## config.mk

```make
export PLATFORM = sky130hd
export DESIGN_NAME = mem_arbiter_flat
export DESIGN_NICKNAME = d
export VERILOG_FILES = /design/src/rtl/mem_arbiter_if.sv /design/src/rtl/mem_arbiter.sv /design/src/flat_wrapper.sv
export SDC_FILE = /design/constraint.sdc
export NUM_CORES = 1
export LEC_CHECK = 0
export ABC_AREA = 1
export CORE_AREA = 2 2 170 172
export DETAILED_ROUTE_END_ITERATION = 10
export DIE_AREA = 0 0 172 174
export GPL_TIMING_DRIVEN = 0
export PLACE_DENSITY = 0.76
export SLEW_MARGIN = 30
export SYNTH_ARGS = -nofsm -noshare
export SYNTH_HDL_FRONTEND = slang
export SYNTH_SLANG_ARGS = --single-unit
```

## constraint.sdc

```tcl
create_clock -name clk -period 2.4 [get_ports clk]
set_input_delay 0.24 -clock clk [delete_from_list [all_inputs] [get_ports clk]]
set_output_delay 0.24 -clock clk [all_outputs]
set_load 0.01 [all_outputs]
```

## src/rtl/mem_arbiter_if.sv

```systemverilog
// Handshake bundle between the core's icache/dcache requesters, the arbiter
// and the shared downstream memory port.
interface mem_arbiter_if #(
   parameter int ADDR_W = 32,
   parameter int DATA_W = 64
);
   logic              i_req_valid;
   logic [ADDR_W-1:0] i_addr;
   logic              i_ready;
   logic              i_data_valid;
   logic [DATA_W-1:0] i_data;

   logic              d_req_valid;
   logic              d_wen;
   logic [ADDR_W-1:0] d_addr;
   logic [DATA_W-1:0] d_wdata;
   logic [1:0]        d_wlen;
   logic              d_ready;
   logic              d_data_valid;
   logic [DATA_W-1:0] d_data;

   logic              flush;

   logic              mem_req_valid;
   logic              mem_wen;
   logic [ADDR_W-1:0] mem_addr;
   logic [DATA_W-1:0] mem_wdata;
   logic [1:0]        mem_wlen;
   logic              mem_ready;
   logic              mem_resp_valid;
   logic [DATA_W-1:0] mem_rdata;

   logic              grant;
   logic              busy;
   logic              err;

   // Arbiter view.
   modport slave (
      input  i_req_valid, i_addr, d_req_valid, d_wen, d_addr, d_wdata, d_wlen,
             flush, mem_ready, mem_resp_valid, mem_rdata,
      output i_ready, i_data_valid, i_data, d_ready, d_data_valid, d_data,
             mem_req_valid, mem_wen, mem_addr, mem_wdata, mem_wlen,
             grant, busy, err
   );

   // Environment view: core requesters plus downstream memory.
   modport master (
      output i_req_valid, i_addr, d_req_valid, d_wen, d_addr, d_wdata, d_wlen,
             flush, mem_ready, mem_resp_valid, mem_rdata,
      input  i_ready, i_data_valid, i_data, d_ready, d_data_valid, d_data,
             mem_req_valid, mem_wen, mem_addr, mem_wdata, mem_wlen,
             grant, busy, err
   );
endinterface

```

## src/rtl/mem_arbiter.sv

```systemverilog
// Single-port memory arbiter: one transaction at a time, dcache priority with a
// bounded starvation guard for fetch, and fetch-abort on pipeline flush.
module mem_arbiter #(
   parameter int ADDR_W       = 32,
   parameter int DATA_W       = 64,
   parameter int STARVE_LIMIT = 4
) (
   input  logic          clk,
   input  logic          rst,
   mem_arbiter_if.slave  bus
);
   typedef enum logic [1:0] {IDLE, REQ, WAIT} state_t;

   localparam logic [3:0] LIMIT = 4'(STARVE_LIMIT);

   state_t            state_reg;
   logic [3:0]        streak_reg;
   logic              drop_reg;
   logic              grant_reg;
   logic              busy_reg;
   logic              err_reg;
   logic              mem_req_valid_reg;
   logic              mem_wen_reg;
   logic [ADDR_W-1:0] mem_addr_reg;
   logic [DATA_W-1:0] mem_wdata_reg;
   logic [1:0]        mem_wlen_reg;
   logic              i_data_valid_reg;
   logic [DATA_W-1:0] i_data_reg;
   logic              d_data_valid_reg;
   logic [DATA_W-1:0] d_data_reg;

   logic starved;
   logic win_d;
   logic win_i;
   logic fetch_flush;

   assign starved     = (streak_reg == LIMIT) && bus.i_req_valid;
   assign win_d       = bus.d_req_valid && !starved;
   assign win_i       = bus.i_req_valid && !win_d;
   assign fetch_flush = bus.flush && !grant_reg;

   // Readies are gated by reset so every output reads 0 while rst is low.
   assign bus.d_ready = rst && (state_reg == IDLE) && win_d;
   assign bus.i_ready = rst && (state_reg == IDLE) && win_i;

   assign bus.mem_req_valid = mem_req_valid_reg;
   assign bus.mem_wen       = mem_wen_reg;
   assign bus.mem_addr      = mem_addr_reg;
   assign bus.mem_wdata     = mem_wdata_reg;
   assign bus.mem_wlen      = mem_wlen_reg;
   assign bus.i_data_valid  = i_data_valid_reg;
   assign bus.i_data        = i_data_reg;
   assign bus.d_data_valid  = d_data_valid_reg;
   assign bus.d_data        = d_data_reg;
   assign bus.grant         = grant_reg;
   assign bus.busy          = busy_reg;
   assign bus.err           = err_reg;

   always_ff @(posedge clk or negedge rst) begin
      if (!rst) begin
         state_reg         <= IDLE;
         streak_reg        <= '0;
         drop_reg          <= 1'b0;
         grant_reg         <= 1'b0;
         busy_reg          <= 1'b0;
         err_reg           <= 1'b0;
         mem_req_valid_reg <= 1'b0;
         mem_wen_reg       <= 1'b0;
         mem_addr_reg      <= '0;
         mem_wdata_reg     <= '0;
         mem_wlen_reg      <= '0;
         i_data_valid_reg  <= 1'b0;
         i_data_reg        <= '0;
         d_data_valid_reg  <= 1'b0;
         d_data_reg        <= '0;
      end else begin
         i_data_valid_reg <= 1'b0;
         d_data_valid_reg <= 1'b0;
         case (state_reg)
            IDLE: begin
               drop_reg <= 1'b0;
               if (bus.mem_resp_valid)
                  err_reg <= 1'b1;
               if (win_d || win_i) begin
                  grant_reg         <= win_d;
                  busy_reg          <= 1'b1;
                  mem_req_valid_reg <= 1'b1;
                  mem_wen_reg       <= win_d && bus.d_wen;
                  mem_addr_reg      <= win_d ? bus.d_addr : bus.i_addr;
                  mem_wdata_reg     <= win_d ? bus.d_wdata : '0;
                  mem_wlen_reg      <= win_d ? bus.d_wlen : 2'd0;
                  // Streak counts dcache grants that made a waiting fetch wait longer.
                  if (win_d && bus.i_req_valid)
                     streak_reg <= (streak_reg == LIMIT) ? LIMIT : streak_reg + 4'd1;
                  else
                     streak_reg <= '0;
                  state_reg <= REQ;
               end
            end
            REQ: begin
               if (bus.mem_resp_valid)
                  err_reg <= 1'b1;
               if (fetch_flush)
                  drop_reg <= 1'b1;
               if (bus.mem_ready) begin
                  mem_req_valid_reg <= 1'b0;
                  state_reg         <= WAIT;
               end
            end
            WAIT: begin
               if (fetch_flush)
                  drop_reg <= 1'b1;
               if (bus.mem_resp_valid) begin
                  if (grant_reg) begin
                     d_data_reg       <= mem_wen_reg ? '0 : bus.mem_rdata;
                     d_data_valid_reg <= 1'b1;
                  end else if (!(drop_reg || bus.flush)) begin
                     i_data_reg       <= bus.mem_rdata;
                     i_data_valid_reg <= 1'b1;
                  end
                  busy_reg  <= 1'b0;
                  drop_reg  <= 1'b0;
                  state_reg <= IDLE;
               end
            end
            default: state_reg <= IDLE;
         endcase
      end
   end
endmodule

```

## src/flat_wrapper.sv

```systemverilog
// flat-port wrapper written by rule: the top's interface ports become plain ports
module mem_arbiter_flat 
#(
   parameter int ADDR_W       = 32,
   parameter int DATA_W       = 64,
   parameter int STARVE_LIMIT = 4
)
  (clk, rst, bus_i_req_valid, bus_i_addr, bus_d_req_valid, bus_d_wen, bus_d_addr, bus_d_wdata, bus_d_wlen, bus_flush, bus_mem_ready, bus_mem_resp_valid, bus_mem_rdata, bus_i_ready, bus_i_data_valid, bus_i_data, bus_d_ready, bus_d_data_valid, bus_d_data, bus_mem_req_valid, bus_mem_wen, bus_mem_addr, bus_mem_wdata, bus_mem_wlen, bus_grant, bus_busy, bus_err);
  mem_arbiter_if #(.ADDR_W(ADDR_W), .DATA_W(DATA_W)) bus_i ();
  input  logic clk;
  input  logic rst;
  input wire logic [$bits(bus_i.i_req_valid)-1:0] bus_i_req_valid;
  input wire logic [$bits(bus_i.i_addr)-1:0] bus_i_addr;
  input wire logic [$bits(bus_i.d_req_valid)-1:0] bus_d_req_valid;
  input wire logic [$bits(bus_i.d_wen)-1:0] bus_d_wen;
  input wire logic [$bits(bus_i.d_addr)-1:0] bus_d_addr;
  input wire logic [$bits(bus_i.d_wdata)-1:0] bus_d_wdata;
  input wire logic [$bits(bus_i.d_wlen)-1:0] bus_d_wlen;
  input wire logic [$bits(bus_i.flush)-1:0] bus_flush;
  input wire logic [$bits(bus_i.mem_ready)-1:0] bus_mem_ready;
  input wire logic [$bits(bus_i.mem_resp_valid)-1:0] bus_mem_resp_valid;
  input wire logic [$bits(bus_i.mem_rdata)-1:0] bus_mem_rdata;
  output wire logic [$bits(bus_i.i_ready)-1:0] bus_i_ready;
  output wire logic [$bits(bus_i.i_data_valid)-1:0] bus_i_data_valid;
  output wire logic [$bits(bus_i.i_data)-1:0] bus_i_data;
  output wire logic [$bits(bus_i.d_ready)-1:0] bus_d_ready;
  output wire logic [$bits(bus_i.d_data_valid)-1:0] bus_d_data_valid;
  output wire logic [$bits(bus_i.d_data)-1:0] bus_d_data;
  output wire logic [$bits(bus_i.mem_req_valid)-1:0] bus_mem_req_valid;
  output wire logic [$bits(bus_i.mem_wen)-1:0] bus_mem_wen;
  output wire logic [$bits(bus_i.mem_addr)-1:0] bus_mem_addr;
  output wire logic [$bits(bus_i.mem_wdata)-1:0] bus_mem_wdata;
  output wire logic [$bits(bus_i.mem_wlen)-1:0] bus_mem_wlen;
  output wire logic [$bits(bus_i.grant)-1:0] bus_grant;
  output wire logic [$bits(bus_i.busy)-1:0] bus_busy;
  output wire logic [$bits(bus_i.err)-1:0] bus_err;
  assign bus_i.i_req_valid = bus_i_req_valid;
  assign bus_i.i_addr = bus_i_addr;
  assign bus_i.d_req_valid = bus_d_req_valid;
  assign bus_i.d_wen = bus_d_wen;
  assign bus_i.d_addr = bus_d_addr;
  assign bus_i.d_wdata = bus_d_wdata;
  assign bus_i.d_wlen = bus_d_wlen;
  assign bus_i.flush = bus_flush;
  assign bus_i.mem_ready = bus_mem_ready;
  assign bus_i.mem_resp_valid = bus_mem_resp_valid;
  assign bus_i.mem_rdata = bus_mem_rdata;
  assign bus_i_ready = bus_i.i_ready;
  assign bus_i_data_valid = bus_i.i_data_valid;
  assign bus_i_data = bus_i.i_data;
  assign bus_d_ready = bus_i.d_ready;
  assign bus_d_data_valid = bus_i.d_data_valid;
  assign bus_d_data = bus_i.d_data;
  assign bus_mem_req_valid = bus_i.mem_req_valid;
  assign bus_mem_wen = bus_i.mem_wen;
  assign bus_mem_addr = bus_i.mem_addr;
  assign bus_mem_wdata = bus_i.mem_wdata;
  assign bus_mem_wlen = bus_i.mem_wlen;
  assign bus_grant = bus_i.grant;
  assign bus_busy = bus_i.busy;
  assign bus_err = bus_i.err;
  mem_arbiter #(.ADDR_W(ADDR_W), .DATA_W(DATA_W), .STARVE_LIMIT(STARVE_LIMIT)) u_core (.clk(clk), .rst(rst), .bus(bus_i));
endmodule
```

After elaboration in Yosys (flattened, before gate mapping):

Cells that the tools add are included.

* word-level logic and storage cells: 75
* output and inout bits: 235
* input port bits: 202
* bits in registers: 240

* reduce and logical (&&, ||, !) cells: 26
* equal/unequal tests: 6
* mux-type cells: 25
* add/sub/neg operators: 1
* bitwise operators: 2

Operators by type and width (number)
* $mux W64: 2
* $mux W32: 1
* $mux W1: 12
* $reduce_and A3 Y1: 4
* $logic_and A1 B1 Y1: 9
* $mux W2: 4
* $mux W4: 2
* $ne A2 B2 Y1 const B: 3
* $pmux W2 S3: 1
* $add A4 B1 Y4 const B: 1
* $eq A4 B3 Y1 const B: 1
* $pmux W1 S2: 2
* $reduce_and A2 Y1: 2
* $reduce_and A4 Y1: 1
* $reduce_bool A2 Y1: 2
* $logic_not A1 Y1: 3
* $pmux W1 S3: 1
* $reduce_bool A3 Y1: 1
* $eq A2 B1 Y1 const B: 1
* $eq A2 B2 Y1 const B: 1
* $logic_not A2 Y1: 1
* $logic_or A1 B1 Y1: 2
* $not A1 Y1: 2
* $reduce_or A2 Y1: 1

Longest topological paths before layout:

* depth in word-level cells: 9
* gate-level depth with buffers: 10
* mapped depth without buffers: 8

Least setup slack after synthesis:

OpenSTA, ideal clock, no wires.

* kind: reg-to-output
* start point: register u_core.streak_reg[0]
* end point: output port bus_i_ready
* buffers on the path: 1
* data required time: 2.160 ns
* path slack: 0.771 ns
* data arrival time: 1.389 ns
* cell stages (with the launch flop): 8
* cells stage by stage: dfrtp_1 -> inv_1 -> ha_1 -> nand4_4 -> nand2_2 -> buf_2 -> nand2_1 -> nor2_1

* longest elaborated chain between the ends: 7

RTL lines
* start: declaration: RTL line mem_arbiter.sv:17 `logic [3:0] streak_reg;`
* start signal: assignment: RTL line mem_arbiter.sv:94 `streak_reg <= (streak_reg == LIMIT) ? LIMIT : streak_reg + 4'd1;`
* $eq A4 B3 Y1: RTL line mem_arbiter.sv:37 `assign starved = (streak_reg == LIMIT) && bus.i_req_valid;`
* $logic_and A1 B1 Y1: RTL line mem_arbiter.sv:37
* $logic_not A1 Y1: RTL line mem_arbiter.sv:38 `assign win_d = bus.d_req_valid && !starved;`
* $logic_and A1 B1 Y1: RTL line mem_arbiter.sv:38
* $logic_not A1 Y1: RTL line mem_arbiter.sv:39 `assign win_i = bus.i_req_valid && !win_d;`
* $logic_and A1 B1 Y1: RTL line mem_arbiter.sv:39
* $logic_and A1 B1 Y1: RTL line mem_arbiter.sv:44 `assign bus.i_ready = rst && (state_reg == IDLE) && win_i;`
* end: declaration: RTL line flat_wrapper.sv:23 `output wire logic [$bits(bus_i.i_ready)-1:0] bus_i_ready;`

No other way between the ends.

Final worst setup path:

* start point: register u_core.streak_reg[0]
* end point: output port bus_d_ready

* longest elaborated chain between the ends: 5

RTL lines
* $eq A4 B3 Y1: RTL line mem_arbiter.sv:37
* $logic_and A1 B1 Y1: RTL line mem_arbiter.sv:37
* $logic_not A1 Y1: RTL line mem_arbiter.sv:38
* $logic_and A1 B1 Y1: RTL line mem_arbiter.sv:38
* $logic_and A1 B1 Y1: RTL line mem_arbiter.sv:43 `assign bus.d_ready = rst && (state_reg == IDLE) && win_d;`
* end: declaration: RTL line flat_wrapper.sv:26 `output wire logic [$bits(bus_i.d_ready)-1:0] bus_d_ready;`

No other way between the ends.

==> results.toml <==
[clocking]
clock_latency_ns = 0.54
htreeDepth = 1
tritoncts = "done"
clk_pin_slew_ns = 0.06
cts.sinks = 240
clockRootBuffer = "clkbuf_16"
clockBufferDepth = 3
cts_buffers = 26

[power_and_ir_drop]
peakVddDrop_uv = 733
powerDensity_nw_per_um2 = 1240
p_leak_uw = 0.00804

[die]
ios = 437
core_um2 = 28200
die_x_um = 172
rows = 62
fp.dieH_um = 174
fp.dieArea_um2 = 29900
start_util = 0.357

[routing]
drtPass1Iterations = 5
drt_iter0_drc = 611
drc = 0
vias = 9855
wl_um = 34500
wl_per_cell_um = 16.6
viasPerCell = 4.74
drtAntennaViolNets = 0

[logic_synthesis]
synth_area_per_cell_um2 = 8.40
synth_largest_area_cell = "dfrtp_1"
ys_types = 25
ys_warn_count = 0
yosysMostFrequentCell = "nand2_1"
syn_inst = 1200
synth_edf_count = 0
synth_area_um2 = 10100
yosysSeqAreaShare = 0.595
syn_nets = 1409
synthArstFlopShare = 1.00
yosysTopAreaCellShare = 0.595
synthTopCellsByArea = "dfrtp_1, nand2_1, nand3_1"
synth_ff_type = "dfrtp_1"
ys_ff_latch = 240
ys_top_cells_by_count = "nand2_1, dfrtp_1, nand3_1"

[worst_hold_path]
hold_path_class = "primary input to async pin"

[place]
buffer_ports.inserted = 434
gp_congestion = 0.847
placed_cell_area_um2 = 15000
hpwl_um = 24900

[worst_setup_path]
cp-startpoint = "u_core.streak_reg[0]$_DFFE_PN0P_"
rr_worst_depth = 10
crit_slowest_cell = "clkdlybuf4s50_1"
end_kind = "primary output"
crit_type = "register to primary output"
slowest_delay_ns = 0.54
cp_data_arrival_time_ns = 2.05
path_buf_inv = 2
crit_fanout = 5
crit_end = "bus_d_ready"
cp.depth = 6
r2r_end = "u_core.bus.i_data[62]$_DFFE_PN0P_"
cp.required_ns = 2.16
worstReg2RegStart = "u_core.state_reg[0]$_DFFE_PN0P_"
worst-r2r-setup-slack_ns = 0.27
worstPathCellList = "inv_1 -> ha_4 -> nand4_4 -> nand2_8 -> nor2_1 -> clkdlybuf4s50_1"
crit_family = "buffers and inverters"
crit_path_start_kind = "register"

[sta]
hold_ws_ns = 0.0429
slew_headroom = 0.420
rsz0062_at_grt = "false"
fmax_mhz = 437
finalHoldViolations = 0
finalCritPeriodShare = 0.953
slew_violations = 0
post-route-min-period_ns = 2.29
clock_skew_ns = 0.00910
setup_violations = 0
worst_pin_slew_ns = 0.866

[cells_and_area]
antenna-diode-count = 0
syn_to_final_growth_pct = 60.1
final_area_um2 = 16200
multi_input_area_um2 = 3450
fin_nets = 1885
seq_area_um2 = 6010
fill_cells = 2455
drive_above_1_share = 0.0666

[job]
drv_cap = 0

[status]
status = "completed"

[global_routing]
grt_pass1_vias = 9743
overflow = 0
grt_max_degree = 80
grt_first_pass_wirelength_um = 52600
antenna_found_initial = 0
grt_util_all_layers = 0.220
[stage by stage]
step	power, uW	util	setup TNS (ns)	setup WS, ns	instances
final	20100	0.572	0	0.114	2080
after global routing	21300	0.572	0	0.0265	2080
after CTS	20200	0.568	0	0.0321	2074
after detailed placement	15600	0.531	0	0.0465	2021
after global placement	15400	0.528	-2221.69	-9.22	2018
after floorplan	10400	-	0	0.771	1200
[worst min-delay path: stages]
cell and delay [ns]:
buf_8 0.07, buf_12 0.09, buf_12 0.09, buf_12 0.11
buf_16 0.14, buf_12 0.19
[logic make-up after synthesis]
group                      count (synthesis)  share of synthesized area
adders and majority gates                  7                    0.00868
xor gates and xnor gates                   1                   0.000869
AOI/OAI and AO/OA                         76                     0.0395
DFF                                      240                      0.595
buffers and inverters                    153                     0.0660
and+or+nand+nor                          723                      0.290
[final cells by class]
type,instances,area share
sequential,240,0.372
tap,384,0.0297
buffer,72,0.0223
clock buffer,28,0.0420
inverter,80,0.0186
clock inverter,20,0.0156
multi-input combinational,807,0.214
timing repair buffer,449,0.286
[power breakdown]
group / internal (uW) / switching [uW]
combinational: 4460 / 4340
sequential: 5860 / 1060
clock: 2600 / 1750
total: 12900 / 7150
[routing by layer]
layer	vias up	GRT usage	wire length [um]	part of all wire
met5	-	0	0	0
met2	417	0.381	16600	0.48
li1	4687	-	-	-
met4	0	0.0658	1100	0.032
met3	70	0.0710	3540	0.10
met1	4681	0.261	13300	0.38
[worst min-delay path by stage]
stage,to,slack [ns]
3_3_place_gp,u_core.bus.err$_DFFE_PN0P_,0.44
5_1_grt,u_core.bus.d_data[7]$_DFFE_PN0P_,0.04
6_report,u_core.bus.mem_addr[6]$_DFFE_PN0P_,0.04
3_5_place_dp,u_core.bus.d_data[28]$_DFFE_PN0P_,0.09
2_1_floorplan,u_core.bus.busy$_DFFE_PN0P_,-0.06
4_1_cts,u_core.bus.d_data[63]$_DFFE_PN0P_,-0.05
[cells in the final DEF, fill, tap and decap left out, drive strengths merged, types with 4 or more instances in the layout]
| master | n |
|---|---|
| nand2 | 573 |
| o21ai | 72 |
| nand3 | 134 |
| dfrtp | 240 |
| nor2 | 11 |
| clkbuf | 54 |
| buf | 58 |
| clkinv | 11 |
| ha | 7 |
| inv | 82 |
| clkdlybuf4s50 | 432 |
| bufinv | 5 |
| dlygate4sd3 | 4 |
[repair_timing]
action	CTS	global route
resized for setup	6	3
hold buffers	4	6
pin swaps	2	0
buffers inserted	2	0
setup endpoints to repair	2	1
hold endpoints to repair	173	20
Power figures use the tool's default switching activity.
